<file path="src/rtl/lif_neuron_if.sv">
// Signal bundle between a leaky integrate-and-fire neuron and whatever drives it:
// input spike, weight, threshold and enable in; fire pulse and observed state out.
interface lif_neuron_if #(
    parameter int WIDTH = 8
);
    logic             ena;
    logic             spike_in;
    logic [WIDTH-1:0] weight;
    logic [WIDTH-1:0] threshold;
    logic             spike_out;
    logic [WIDTH-1:0] membrane;
    logic             refractory;
    logic [7:0]       spike_count;

    modport master (
        output ena, spike_in, weight, threshold,
        input  spike_out, membrane, refractory, spike_count
    );

    modport slave (
        input  ena, spike_in, weight, threshold,
        output spike_out, membrane, refractory, spike_count
    );
endinterface

</file>
<file path="src/rtl/lif_neuron.sv">
// Leaky integrate-and-fire neuron: integrates weighted input spikes into a leaking
// membrane potential, fires a one-cycle pulse at threshold, then blanks its input.
module lif_neuron #(
    parameter int WIDTH             = 8,
    parameter int LEAK_SHIFT        = 3,
    parameter int REFRACTORY_CYCLES = 4
) (
    input  logic          clk,
    input  logic          rst_n,
    lif_neuron_if.slave   bus
);
    localparam int CW = (REFRACTORY_CYCLES < 2) ? 1 : $clog2(REFRACTORY_CYCLES + 1);

    typedef enum logic {
        INTEGRATE = 1'b0,
        REFRACT   = 1'b1
    } state_t;

    state_t           state;
    logic [WIDTH-1:0] membrane_q;
    logic             spike_out_q;
    logic             refractory_q;
    logic [CW-1:0]    counter;
    logic [7:0]       spike_count_q;

    logic [WIDTH-1:0] leak;
    logic [WIDTH:0]   sum;
    logic [WIDTH-1:0] v_next;
    logic             fire;

    // The leak can never exceed the membrane, so the extra bit only ever catches overflow.
    always_comb begin
        leak   = membrane_q >> LEAK_SHIFT;
        sum    = {1'b0, membrane_q} - {1'b0, leak}
               + (bus.spike_in ? {1'b0, bus.weight} : {(WIDTH + 1){1'b0}});
        v_next = sum[WIDTH] ? {WIDTH{1'b1}} : sum[WIDTH-1:0];
        fire   = (v_next >= bus.threshold);
    end

    always_ff @(posedge clk or negedge rst_n) begin
        if (!rst_n) begin
            state         <= INTEGRATE;
            membrane_q    <= '0;
            spike_out_q   <= 1'b0;
            refractory_q  <= 1'b0;
            counter       <= '0;
            spike_count_q <= '0;
        end else if (!bus.ena) begin
            spike_out_q <= 1'b0;
        end else begin
            case (state)
                INTEGRATE: begin
                    if (fire) begin
                        membrane_q    <= '0;
                        spike_out_q   <= 1'b1;
                        spike_count_q <= spike_count_q + 8'd1;
                        if (REFRACTORY_CYCLES > 0) begin
                            state        <= REFRACT;
                            refractory_q <= 1'b1;
                            counter      <= CW'(REFRACTORY_CYCLES);
                        end
                    end else begin
                        membrane_q  <= v_next;
                        spike_out_q <= 1'b0;
                    end
                end
                REFRACT: begin
                    membrane_q  <= '0;
                    spike_out_q <= 1'b0;
                    if (counter == CW'(1)) begin
                        counter      <= '0;
                        state        <= INTEGRATE;
                        refractory_q <= 1'b0;
                    end else begin
                        counter <= counter - CW'(1);
                    end
                end
                default: begin
                    state        <= INTEGRATE;
                    refractory_q <= 1'b0;
                end
            endcase
        end
    end

    assign bus.membrane    = membrane_q;
    assign bus.spike_out   = spike_out_q;
    assign bus.refractory  = refractory_q;
    assign bus.spike_count = spike_count_q;
endmodule

</file>
<file path="src/flat_wrapper.sv">
// flat-port wrapper written by rule: the top's interface ports become plain ports
module lif_neuron_flat 
#(
    parameter int WIDTH             = 8,
    parameter int LEAK_SHIFT        = 3,
    parameter int REFRACTORY_CYCLES = 4
)
  (clk, rst_n, bus_ena, bus_spike_in, bus_weight, bus_threshold, bus_spike_out, bus_membrane, bus_refractory, bus_spike_count);
  lif_neuron_if #(.WIDTH(WIDTH)) bus_i ();
  input  logic clk;
  input  logic rst_n;
  input wire logic [$bits(bus_i.ena)-1:0] bus_ena;
  input wire logic [$bits(bus_i.spike_in)-1:0] bus_spike_in;
  input wire logic [$bits(bus_i.weight)-1:0] bus_weight;
  input wire logic [$bits(bus_i.threshold)-1:0] bus_threshold;
  output wire logic [$bits(bus_i.spike_out)-1:0] bus_spike_out;
  output wire logic [$bits(bus_i.membrane)-1:0] bus_membrane;
  output wire logic [$bits(bus_i.refractory)-1:0] bus_refractory;
  output wire logic [$bits(bus_i.spike_count)-1:0] bus_spike_count;
  assign bus_i.ena = bus_ena;
  assign bus_i.spike_in = bus_spike_in;
  assign bus_i.weight = bus_weight;
  assign bus_i.threshold = bus_threshold;
  assign bus_spike_out = bus_i.spike_out;
  assign bus_membrane = bus_i.membrane;
  assign bus_refractory = bus_i.refractory;
  assign bus_spike_count = bus_i.spike_count;
  lif_neuron #(.WIDTH(WIDTH), .LEAK_SHIFT(LEAK_SHIFT), .REFRACTORY_CYCLES(REFRACTORY_CYCLES)) u_core (.clk(clk), .rst_n(rst_n), .bus(bus_i));
endmodule
</file>
<file path="config.mk">
export PLATFORM = sky130hd
export DESIGN_NAME = lif_neuron_flat
export DESIGN_NICKNAME = d
export VERILOG_FILES = /design/src/rtl/lif_neuron_if.sv /design/src/rtl/lif_neuron.sv /design/src/flat_wrapper.sv
export SDC_FILE = /design/constraint.sdc
export NUM_CORES = 1
export LEC_CHECK = 0
export CAP_MARGIN = 30
export CORE_MARGIN = 2
export CORE_UTILIZATION = 46
export DETAILED_ROUTE_END_ITERATION = 10
export PLACE_DENSITY = 0.79
export SYNTH_ARGS = -nofsm -noshare
export SYNTH_HDL_FRONTEND = slang
export SYNTH_SLANG_ARGS = --single-unit
</file>
<file path="constraint.sdc">
create_clock -name clk -period 3.8 [get_ports clk]
set_input_delay 0.95 -clock clk [delete_from_list [all_inputs] [get_ports clk]]
set_output_delay 0.95 -clock clk [all_outputs]
set_load 0.01 [all_outputs]
</file>
# [Yosys cells after proc, flatten, opt, wreduce, memory -nomap -nowiden]
# Cells that the tools add are included.
# Widths: inputs -> output; s select.
[word_totals] ff_bits=22 elab_cells=33 output_inout_bits=18
[classes] bitwise_logic=1 eq_ne=3 n_lt_le_gt_ge=1 n_addsub=4 n_mux=15 n_reduce_logical=3
[op_table] op="$mux 8" count=3
[op_table] op="$pmux 8 s2" count=1
[op_table] op="$add 9x9->9" count=1
[op_table] op="$sub 8x5->9" count=1
[op_table] op="$add 8x1->8 const B" count=1
[op_table] op="$ge 8x8->1" count=1
[op_table] op="$mux 3" count=2
[op_table] op="$pmux 1 s2" count=3
[op_table] op="$pmux 3 s2" count=1
[op_table] op="$reduce_and 3->1" count=2
[op_table] op="$mux 1" count=5
[op_table] op="$eq 3x1->1 const B" count=1
[op_table] op="$sub 3x1->3 const B" count=1
[op_table] op="$ne 2x1->1 const B" count=1
[op_table] op="$ne 2x2->1 const B" count=1
[op_table] op="$reduce_and 2->1" count=1
[op_table] op="$not 1->1" count=1

# [Depth between registers and ports, before layout]
[logic_depth] word_depth=7 ltp_mapped=20 mapped_depth_nobuf=19

# [Least setup slack after synthesis]
# No wires, ideal clock.
[synth_path] path_kind="input -> register" from="input port bus_spike_in" to="register u_core.spike_count_q[7], in the netlist u_core.bus.spike_count[7]" path_slack_ns=-0.755 t_arrival_ns=4.476 setup_ns=0.079 stages=17 path_cell_list="clkbuf_1 -> nand2_1 -> fa_1 -> inv_1 -> ha_1 -> a211oi_1 -> nor3_1 -> a311o_1 -> a21oi_1 -> xor2_1 -> nand2_1 -> ha_1 -> nand2_1 -> o21ai_1 -> o21ai_4 -> nor4_2 -> xor2_1"
[synth_via] elab_chain_len=5
[synth_lines] item="from (decl)" line="flat_wrapper.sv:13" text="input wire logic [$bits(bus_i.spike_in)-1:0] bus_spike_in;"
[synth_lines] item="$mux 8" line="lif_neuron.sv:35" text="+ (bus.spike_in ? {1'b0, bus.weight} : {(WIDTH + 1){1'b0}});"
[synth_lines] item="$add 9x9->9" line="lif_neuron.sv:35"
[synth_lines] item="$mux 8" line="lif_neuron.sv:36" text="v_next = sum[WIDTH] ? {WIDTH{1'b1}} : sum[WIDTH-1:0];"
[synth_lines] item="$ge 8x8->1" line="lif_neuron.sv:37" text="fire = (v_next >= bus.threshold);"
[synth_lines] item="$reduce_and 3->1 (no source line)"
[synth_lines] item="to (signal assigned)" line="lif_neuron.sv:56" text="spike_count_q <= spike_count_q + 8'd1;"
[synth_lines] item="to (decl)" line="lif_neuron.sv:24" text="logic [7:0] spike_count_q;"
# No other way between the ends.
# A chain may end at the register's enable or synchronous reset.

# [Final worst setup path]
[layout_path] from="input port bus_spike_in" to="register u_core.spike_count_q[4], in the netlist u_core.bus.spike_count[4]"
# The elaborated chain is that of the path after synthesis.

==> results.md <==
* Outcome: complete, but fails checks
* Violations in the final reports: negative setup slack
* Avg Cell Area, Syn at roughly 9 um2
* Total of flip-flops plus latches after synthesis at 22
* Area of the placeable core at about 0.0037 mm2
* Number of optimization iterations in the first detailed-route pass at 4
* Number of design-rule violations left by the first detailed-router iteration at 157
* Avg Vias per Cell at between 5 and 6
* Die outline width at ~66 um
* Filler cell count at between 200 and 250
* Global routing usage summed across all routing layers at between 20 and 30%
* Worst min path class: reg2reg
* Remaining number of nets flagged by the antenna check after routing at 0
* Met3 wirelength from detailed routing at 251 um
* CP max stage delay at approximately 0.5 ns
* Final clock period utilization by the worst path at 113%
* Cell area power density at about 860 mW/mm2
* Count of final setup violators at 22
* Pin slew with the least headroom to its limit at ~0.70 ns
* Area share of the leading cell type in the synthesized netlist at approximately 31%
* Peak clock frequency supported by timing at 233 MHz
* Number of clock buffers inserted by TritonCTS at 3
* Netlist Area Pre-Place at 0.00179 mm2
* Worst-path fanout max at 7
* Starting density of the core at 48.2%
* Leakage component of the power at about 0.0013 uW
* Max Slew Vio Count at 0
* Buffer cell driving the clock tree root: clkbuf_8
* Antenna violations before repair at 0
* Arrival time at the worst endpoint at approximately 4.5 ns
* Most area-consuming cells after synthesis: dfrtp_1 (31%), ha_1 (16%), inv_1 (7.5%)
* Final hold vios at 0
* Post-Place Setup Slack at -1.15 ns
* Worst slack on hold paths at 0.469 ns
* Cell count after synthesis at 200
* Global-route wire length before repair at approximately 8300 um
* Synth warnings at 0
* Synth-to-Final Area Change at 64.2%
* Most frequent standard cell in the layout excluding fill and tap cells: buf_4
* Die Span Y at 66.4 um
* Worst slew margin at a little over half
* Area of the die at 0.00441 mm2
* Via count of the first global-routing pass at between 1.5k and 2k
* Final Worst Setup Slack at -0.499 ns
* Number of top-level design ports at 38
* WL met2 at 2870 um
* Worst skew pair latency at around 0.26 ns
* # nets final at roughly 330
* Class of the most critical setup path: in2reg
* Final Critical Period at approximately 4.3 ns
* CTS tree: yes
* Total routed wirelength at approximately 5600 um
* CTS clock-pin slew for the worst setup and hold paths at about 0.08 ns
* Deepest level of the CTS H-tree at 1
* Nets in the synthesized netlist at about 250
* Worst clock skew at 0.00175 ns
* Most frequent cells in the layout: buf_4 (34), clkdlybuf4s50_1 (30), inv_1 (29), nand2_1 (27), dfrtp_1 (22)
* Met1 WL at 2300 um
* Netlist cell types at between 40 and 50
* Startpoint kind of the worst setup timing path: input pin
* DR vias at 1745
* Max cap viols at 0
* Cell type contributing the most total cell area after synthesis: dfrtp_1
* Number of buffer cells added on primary ports at 37
* Total half-perimeter wirelength after legalization and detailed placement at around 3300 um
* Cell total after placement at around 310
* Register area share after synthesis at ~31%
* Number of rows in the core area at 22
* Crit path capture type: flip-flop
* RSZ-0062 raised after global routing: true
* Maximum number of pins on one net before global-route repair at 14
* Critical Path RT at between 3 and 4 ns
* Number of clock sinks at 22
* Peak supply drop at between 400 and 500 uV
* Slowest-stage cell, CP: fa_1
* Max layer used: met4
* Hold buffer count at cts at 0
* Design Power at around 2500 uW
* Critical Path, Cell by Cell: buf_8 > nand2_4 > fa_1 > fa_2 > nand2b_4 > a211oi_4 > buf_6 > o21ai_4 > or2_1 > buf_6 > nand2_4 > ha_4 > a2111oi_4 > nor3_4 > o21ai_4 > inv_2 > nand4_1 > xnor2_1
* Routability-driven placement congestion ratio at a little over 0.9
* Clock Tree Buf Depth at 2
* Total inserted antenna cells at 0
* Final Instance Count excl. Fillers at between 300 and 400
* Mean routed wirelength per cell at 17.2 um
* Residual DRC at 0
* Ratio of cells with drive above 1 in the final layout at a little under 40%
* Total congestion overflow at 0
==> where the power goes <==
part | internal, uW | switching (uW)
registers | 314 | 84.6
logic | 995 | 961
clock network | 92.4 | 76.9
total | 1400 | 1120
==> kinds of logic (layout without fill, tap and decap cells) <==
kind of cell / count (synthesis) / count (layout) / share of synthesized area [%]
xor gates and xnor gates: 12 / 12 / 5.87
and+or+nand+nor: 63 / 63 / 17.7
DFF: 22 / 22 / 30.7
adders and majority gates: 28 / 28 / 21.6
buffers and inverters: 40 / 119 / 8.45
AOI/OAI and AO/OA: 35 / 35 / 15.6
==> per-layer routing <==
| layer | track usage, % | vias to the layer above |
|---|---|---|
| li1 | - | 821 |
| met1 | 30.9 | 829 |
| met2 | 44.5 | 69 |
| met3 | 4.26 | 26 |
| met4 | 10.2 | 0 |
| met5 | 0 | - |
==> what timing repair did <==
item,CTS,global route
setup buffers,13,3
pin swaps,39,23
resized for setup,62,19
endpoints found under the setup margin,22,22
==> sequential cells by signal (all words and copies together) (netlist names) <==
name and flops:
u_core.bus.spike_out 1, u_core.state 1, u_core.counter 3, u_core.bus.refractory 1, u_core.bus.membrane 8, u_core.bus.spike_count 8
==> synthesized netlist by cell type <==
library cell and n:
a2111oi_4 1, a211oi_1 4, a21o_1 2, a21oi_1 5
a21oi_2 1, a311o_1 1, and2_1 1, buf_2 1
clkbuf_1 2, dfrtp_1 22, fa_1 5, ha_1 23
inv_1 36, inv_2 1, nand2_1 35, nand2b_1 2
nand2b_4 1, nand3_1 2, nand3b_1 1, nand4_1 2
nor2_1 9, nor2b_1 2, nor3_1 2, nor3_4 1
nor3b_2 1, nor4_2 2, o21a_1 1, o21ai_0 5
o21ai_1 1, o21ai_2 1, o21ai_4 1, o21bai_1 1
o221ai_1 1, o22ai_1 1, o2bb2ai_1 6, o311a_1 1
o31ai_1 2, or2_1 1, or4_1 1, xnor2_1 4
xor2_1 8
==> worst paths after layout <==
kind,slack [ns],startpoint,end,cells after the start
max reg2reg,-0.20,u_core.bus.membrane[0],u_core.bus.spike_count[4],20
min,0.47,u_core.bus.spike_count[7],u_core.bus.spike_count[7],1
min reg2reg,0.47,u_core.bus.spike_count[7],u_core.bus.spike_count[7],1
min in group asynchronous,1.05,rst_n,u_core.bus.spike_count[0],1
max in group asynchronous,2.27,rst_n,u_core.bus.membrane[1],2
max,-0.50,bus_spike_in,u_core.bus.spike_count[4],18
==> critical path, delay by kind of cell <==
family                     cells  cell delay (ns)
adders and majority gates      3             1.06
AOI/OAI and AO/OA              4             1.02
and+or+nand+nor                6             0.79
buffers and inverters          4             0.50
xor gates and xnor gates       1             0.14
==> through the flow <==
stage | TNS, ns | utilization [%] | cell area (um2)
floorplan | -7.19 | - | 1900
global placement | -21.40 | 66.6 | 2470
detailed placement | -23.41 | 67.0 | 2490
CTS | -6.04 | 76.6 | 2850
global route | -11.06 | 79.2 | 2940
finish | -8.12 | 79.2 | 2940
==> final cells by class <==
class / count / area [um2] / area share, %
well taps: 48 / 60.1 / 2.04
inverters: 37 / 139 / 4.72
flip-flops and latches: 22 / 551 / 18.7
multi-input cells: 138 / 1440 / 48.8
clock buffers: 4 / 55.1 / 1.87
repair buffers: 78 / 702 / 23.9
(Power assumes the default switching activity.)
==> patch 1: new RTL, config.mk and constraints unchanged <==
`REFRACTORY_CYCLES` is set to 4 in 2 places; all go to 2.
--- a/src/rtl/lif_neuron.sv
+++ b/src/rtl/lif_neuron.sv
@@ -5,3 +5,3 @@
     parameter int LEAK_SHIFT        = 3,
-    parameter int REFRACTORY_CYCLES = 4
+    parameter int REFRACTORY_CYCLES = 2
 ) (
--- a/src/flat_wrapper.sv
+++ b/src/flat_wrapper.sv
@@ -5,3 +5,3 @@
     parameter int LEAK_SHIFT        = 3,
-    parameter int REFRACTORY_CYCLES = 4
+    parameter int REFRACTORY_CYCLES = 2
 )
Behaviour: not the same (a bounded check fails within 4 cycles, from zero or initial values and one cycle with rst_n low).
==> patch 1 against the original RTL <==
  * The run still ends with setup timing left
  * Sequential cell count is 1 lower
  * Cell area fell by 3.4%
  * Setup slack gained 180 ps
  * Hold slack better by 11 ps
  * Register-to-register slack gained 160 ps
  * Synthesized area is 1.3% lower
  * Cell count down 4.0%
  * Routed wire length down 17%
Power is not shown: default switching activity piles up to over one toggle a cycle in this logic, so the estimate is an artifact.
==> patch 1: results <==
export IMPL_synthesis_nets=239
export IMPL_grt_pass1_vias=1620
export IMPL_wirelength_um=4660
export IMPL_routed_via_density=5.369
export IMPL_netlist_top_cells_count="41 x inv_1, 22 x ha_1, 21 x dfrtp_1, 12 x nand2_1, 9 x a21oi_1"
export IMPL_drt_iter0_markers=45
export IMPL_setup_violations_final=21
export IMPL_clkCellAreaFrac=0.01585
export IMPL_violations="setup timing"
export IMPL_grt_total_usage=0.2162
export IMPL_fin_skew_ps=1.069
export IMPL_wire_per_inst_um=14.84
export IMPL_layout_setup_ws_ps=-320.9
export IMPL_grt_max_degree=22
export IMPL_status="finished with violations"
export IMPL_crit_family="compound AO/OA/AOI/OAI gates"
export IMPL_drive_above_1_share=0.3684
export IMPL_nonClockBufferCount=73
export IMPL_crit_arrival_ps=4270
export IMPL_place_congestion=0.8016
export IMPL_seq_area_frac_synth=0.2972
export IMPL_synth_compound_area_share=0.2201
export IMPL_tns_ps=-5467
export IMPL_synthAdderAreaFrac=0.2123
export IMPL_n_fill_cell=251
export IMPL_dp_cells=295
export IMPL_path_max_fanout=6
export IMPL_inverters=41
export IMPL_sh_seq_area=0.1849
export IMPL_place_ws_ps=-1148
export IMPL_nNetsFinal=314
export IMPL_multi_input_area_sq_mm=0.001385
export IMPL_syn_inst=192
export IMPL_grt_pass1_wl_um=7251
export IMPL_num_multi_input_gates=127
export IMPL_max_slew_margin=0.5558
patch 1: cell types whose count changed after synthesis, sizes merged, moves of 4 or more:
cell and change:
nor2 -6, inv +4, a22oi +4, xor2 -5, o2bb2ai -6, o22ai +7, nand3 +4, nand2 -23
and3 +5
patch 1: metal layers:
layer  routed length, um  part of all wire  GRT usage  vias up
li1                    -                 -          -      812
met1                2006              0.43     0.2856      809
met2                2357              0.51     0.3636       52
met3                 166             0.036    0.04089       13
met4                 130             0.028    0.05612        0
met5                   0                 0          0        -
patch 1: final timing paths:
kind	slack, ps	end	cells after the start	startpoint
setup / recovery	-320	u_core.bus.spike_count[1]$_DFFE_PN0P_	18	bus_spike_in
hold / removal	480	u_core.counter[0]$_DFFE_PN0P_	1	u_core.counter[0]$_DFFE_PN0P_
setup reg to reg	-40	u_core.bus.spike_count[1]$_DFFE_PN0P_	17	u_core.bus.membrane[3]$_DFFE_PN0P_
hold reg to reg	480	u_core.counter[0]$_DFFE_PN0P_	1	u_core.counter[0]$_DFFE_PN0P_
max in group asynchronous	2590	u_core.counter[1]$_DFFE_PN0P_	2	rst_n
min in group asynchronous	860	u_core.bus.spike_count[7]$_DFFE_PN0P_	1	rst_n
patch 1: stage by stage:
step / hold WS [ps] / util / area, sq um
2_1_floorplan: 447.2 / - / 1911
3_3_place_gp: 463.7 / 0.6666 / 2459
3_5_place_dp: 467.5 / 0.6666 / 2459
4_1_cts: 477.3 / 0.7222 / 2664
5_1_grt: 518.3 / 0.7704 / 2841
6_report: 479.6 / 0.7704 / 2841
patch 1: repair_timing:
| action | CTS | global route |
|---|---|---|
| pin swaps | 30 | 16 |
| resized for setup | 48 | 24 |
| hold endpoints to repair | 0 | 0 |
| setup endpoints to repair | 21 | 21 |
| buffers inserted | 8 | 6 |
==> patch 2: new RTL, config.mk and constraints unchanged <==
Without the edit above. Make the reset (`rst_n`) synchronous in one clocked block.
--- a/src/rtl/lif_neuron.sv
+++ b/src/rtl/lif_neuron.sv
@@ -39,3 +39,3 @@
 
-    always_ff @(posedge clk or negedge rst_n) begin
+    always_ff @(posedge clk) begin
         if (!rst_n) begin
Function: differs if rst_n is asserted again (counterexample within 4 cycles, from zero or initial values and one cycle with rst_n low); with rst_n held inactive, the same outputs for 4 cycles.
==> patch 2 against the original RTL <==
  * Largest power group unchanged
  * Routed wire length increased by 16%
  * Setup slack better by 16 ps
  * Cell area up 9.8%
  * Power grew 42%
  * Critical path depth fell by 1
  * The run still ends with setup timing left
  * Sequential cell count did not move
  * Synthesized area up 9.7%
==> patch 2: results <==
export IMPL_status="finished with violations"
export IMPL_violations="setup timing"
export IMPL_hpwl_um=3966
export IMPL_drive_above_1_share=0.3899
export IMPL_async_flop_share=0
export IMPL_r2r_slack_ps=-120
export IMPL_r2r_cells=15
export IMPL_vdd_drop_max_mv=0.6323
export IMPL_crit_arrival_ps=4490
export IMPL_insertion_delay_ps=270
export IMPL_muxShareOfSynthArea=0.03055
export IMPL_grt_pass1_wl_um=8990
export IMPL_min_to="u_core.bus.spike_count[7]$_SDFFE_PN0P_"
export IMPL_layout_setup_ws_ps=-482.9
export IMPL_crit_family="simple AND/OR/NAND/NOR gates"
export IMPL_nNetsFinal=367
export IMPL_stdcell_count=368
export IMPL_synth_compound_area_share=0.2419
export IMPL_dp_cells=351
export IMPL_grt_pass1_vias=1973
export IMPL_setup_violations_final=22
export IMPL_netlist_top_cells_count="35 x inv_1, 23 x ha_1, 22 x dfxtp_1, 22 x nand2_1, 11 x nand3_1"
export IMPL_place_congestion=0.7972
export IMPL_syn_inst=234
export IMPL_cts_htree_levels=1
export IMPL_drt_iter0_markers=123
export IMPL_cpPeakStageDelay_ps=530
export IMPL_synthesis_nets=282
export IMPL_p_leak_uw=0.001328
export IMPL_crit_slowest_cell="or4_4"
export IMPL_wirelength_um=6519
export IMPL_routed_via_density=5.783
export IMPL_tns_ps=-8841
export IMPL_worst_pin_slew_ps=568.0
export IMPL_synth_area_top_cells="dfxtp_1 22%, ha_1 15%, inv_1 6.7%, fa_1 5.1%, nand2_1 4.2%"
export IMPL_fin_skew_ps=4.417
export IMPL_hold_start="u_core.bus.spike_count[7]$_SDFFE_PN0P_"
export IMPL_grt_max_degree=17
export IMPL_synthDistinctLibCells=56
export IMPL_seq_area_frac_synth=0.2241
export IMPL_path_max_fanout=8
export IMPL_hold_path_depth=2
export IMPL_synthAdderAreaFrac=0.1973
export IMPL_r2r_end="u_core.bus.membrane[7]$_SDFFE_PN0P_"
-- patch 2: cell count changes in the layout (fill, tap and decap cells not counted), moves of 5 or more --
cell	delta
o2bb2ai_2	-6
dfrtp_1	-22
xor2_1	-8
mux2i_1	+6
nand3_1	+9
a22o_1	+8
nand2_1	-10
nand2b_1	+5
dfxtp_1	+22
buf_4	+6
-- patch 2: power breakdown --
part / total (uW) / switching [uW] / leakage (uW) / internal (uW)
Combinational: 3040 / 1480 / 0.00112 / 1560
Clock: 177 / 84.4 / 0.0000288 / 92.8
Sequential: 367 / 76.3 / 0.000179 / 291
Total: 3590 / 1640 / 0.00133 / 1950
-- patch 2: kinds of logic after synthesis --
kind of cell / count (synthesis)
flops: 22
compound gates: 63
fa+ha+maj: 28
simple gates: 73
buf+inv: 42
mux: 6
-- patch 2: stage by stage --
step | utilization | hold WS (ps) | setup slack, ps | total power (uW) | instance area (sq um)
6_report | 0.7959 | 474.8 | -482.9 | 3587 | 3229
5_1_grt | 0.7959 | 499.1 | -597.5 | 3799 | 3229
4_1_cts | 0.7450 | 480.8 | -523.8 | 2997 | 3023
3_5_place_dp | 0.6821 | 466.4 | -1097 | 2554 | 2768
3_3_place_gp | 0.6821 | 456.7 | -1073 | 2496 | 2768
2_1_floorplan | - | 448.3 | -384.7 | 1779 | 2120
-- patch 2: how the worst max path moves through the flow --
stage          cells after the start                                      to          start  slack, ps
2_1_floorplan                     15  u_core.bus.spike_count[3]$_SDFFE_PN0P_   bus_spike_in       -380
3_3_place_gp                      18      u_core.bus.refractory$_SDFFE_PN0P_   bus_spike_in      -1070
3_5_place_dp                      16  u_core.bus.spike_count[5]$_SDFFE_PN0P_   bus_spike_in      -1100
4_1_cts                           19  u_core.bus.spike_count[7]$_SDFFE_PN0P_   bus_spike_in       -520
5_1_grt                           17  u_core.bus.spike_count[7]$_SDFFE_PN0P_  bus_weight[6]       -600
6_report                          17     u_core.bus.membrane[7]$_SDFFE_PN0P_  bus_weight[6]       -480
-- patch 2: final cells by class --
type,instances,share of cell area
Timing Repair Buffer,85,0.2371
Inverter,37,0.04727
Multi-Input combinational cell,170,0.5428
Clock buffer,4,0.01705
Sequential cell,22,0.1364
Tap cell,50,0.01937
-- patch 2: metal layers --
layer / global-route usage / wire, um / up-vias / share of wire
met5: 0 / 0 / - / 0
li1: - / - / 1009 / -
met4: 0.07407 / 226 / 0 / 0.035
met2: 0.4231 / 3419 / 57 / 0.52
met1: 0.2755 / 2694 / 1045 / 0.41
met3: 0.01744 / 179 / 17 / 0.027
-- patch 2: what timing repair did --
action,4_1_cts,5_1_grt
setup buffers,8,5
pin swaps,40,34
gates cloned,1,0
setup endpoints to repair,22,22
endpoints found under the hold margin,0,0
resized for setup,43,37
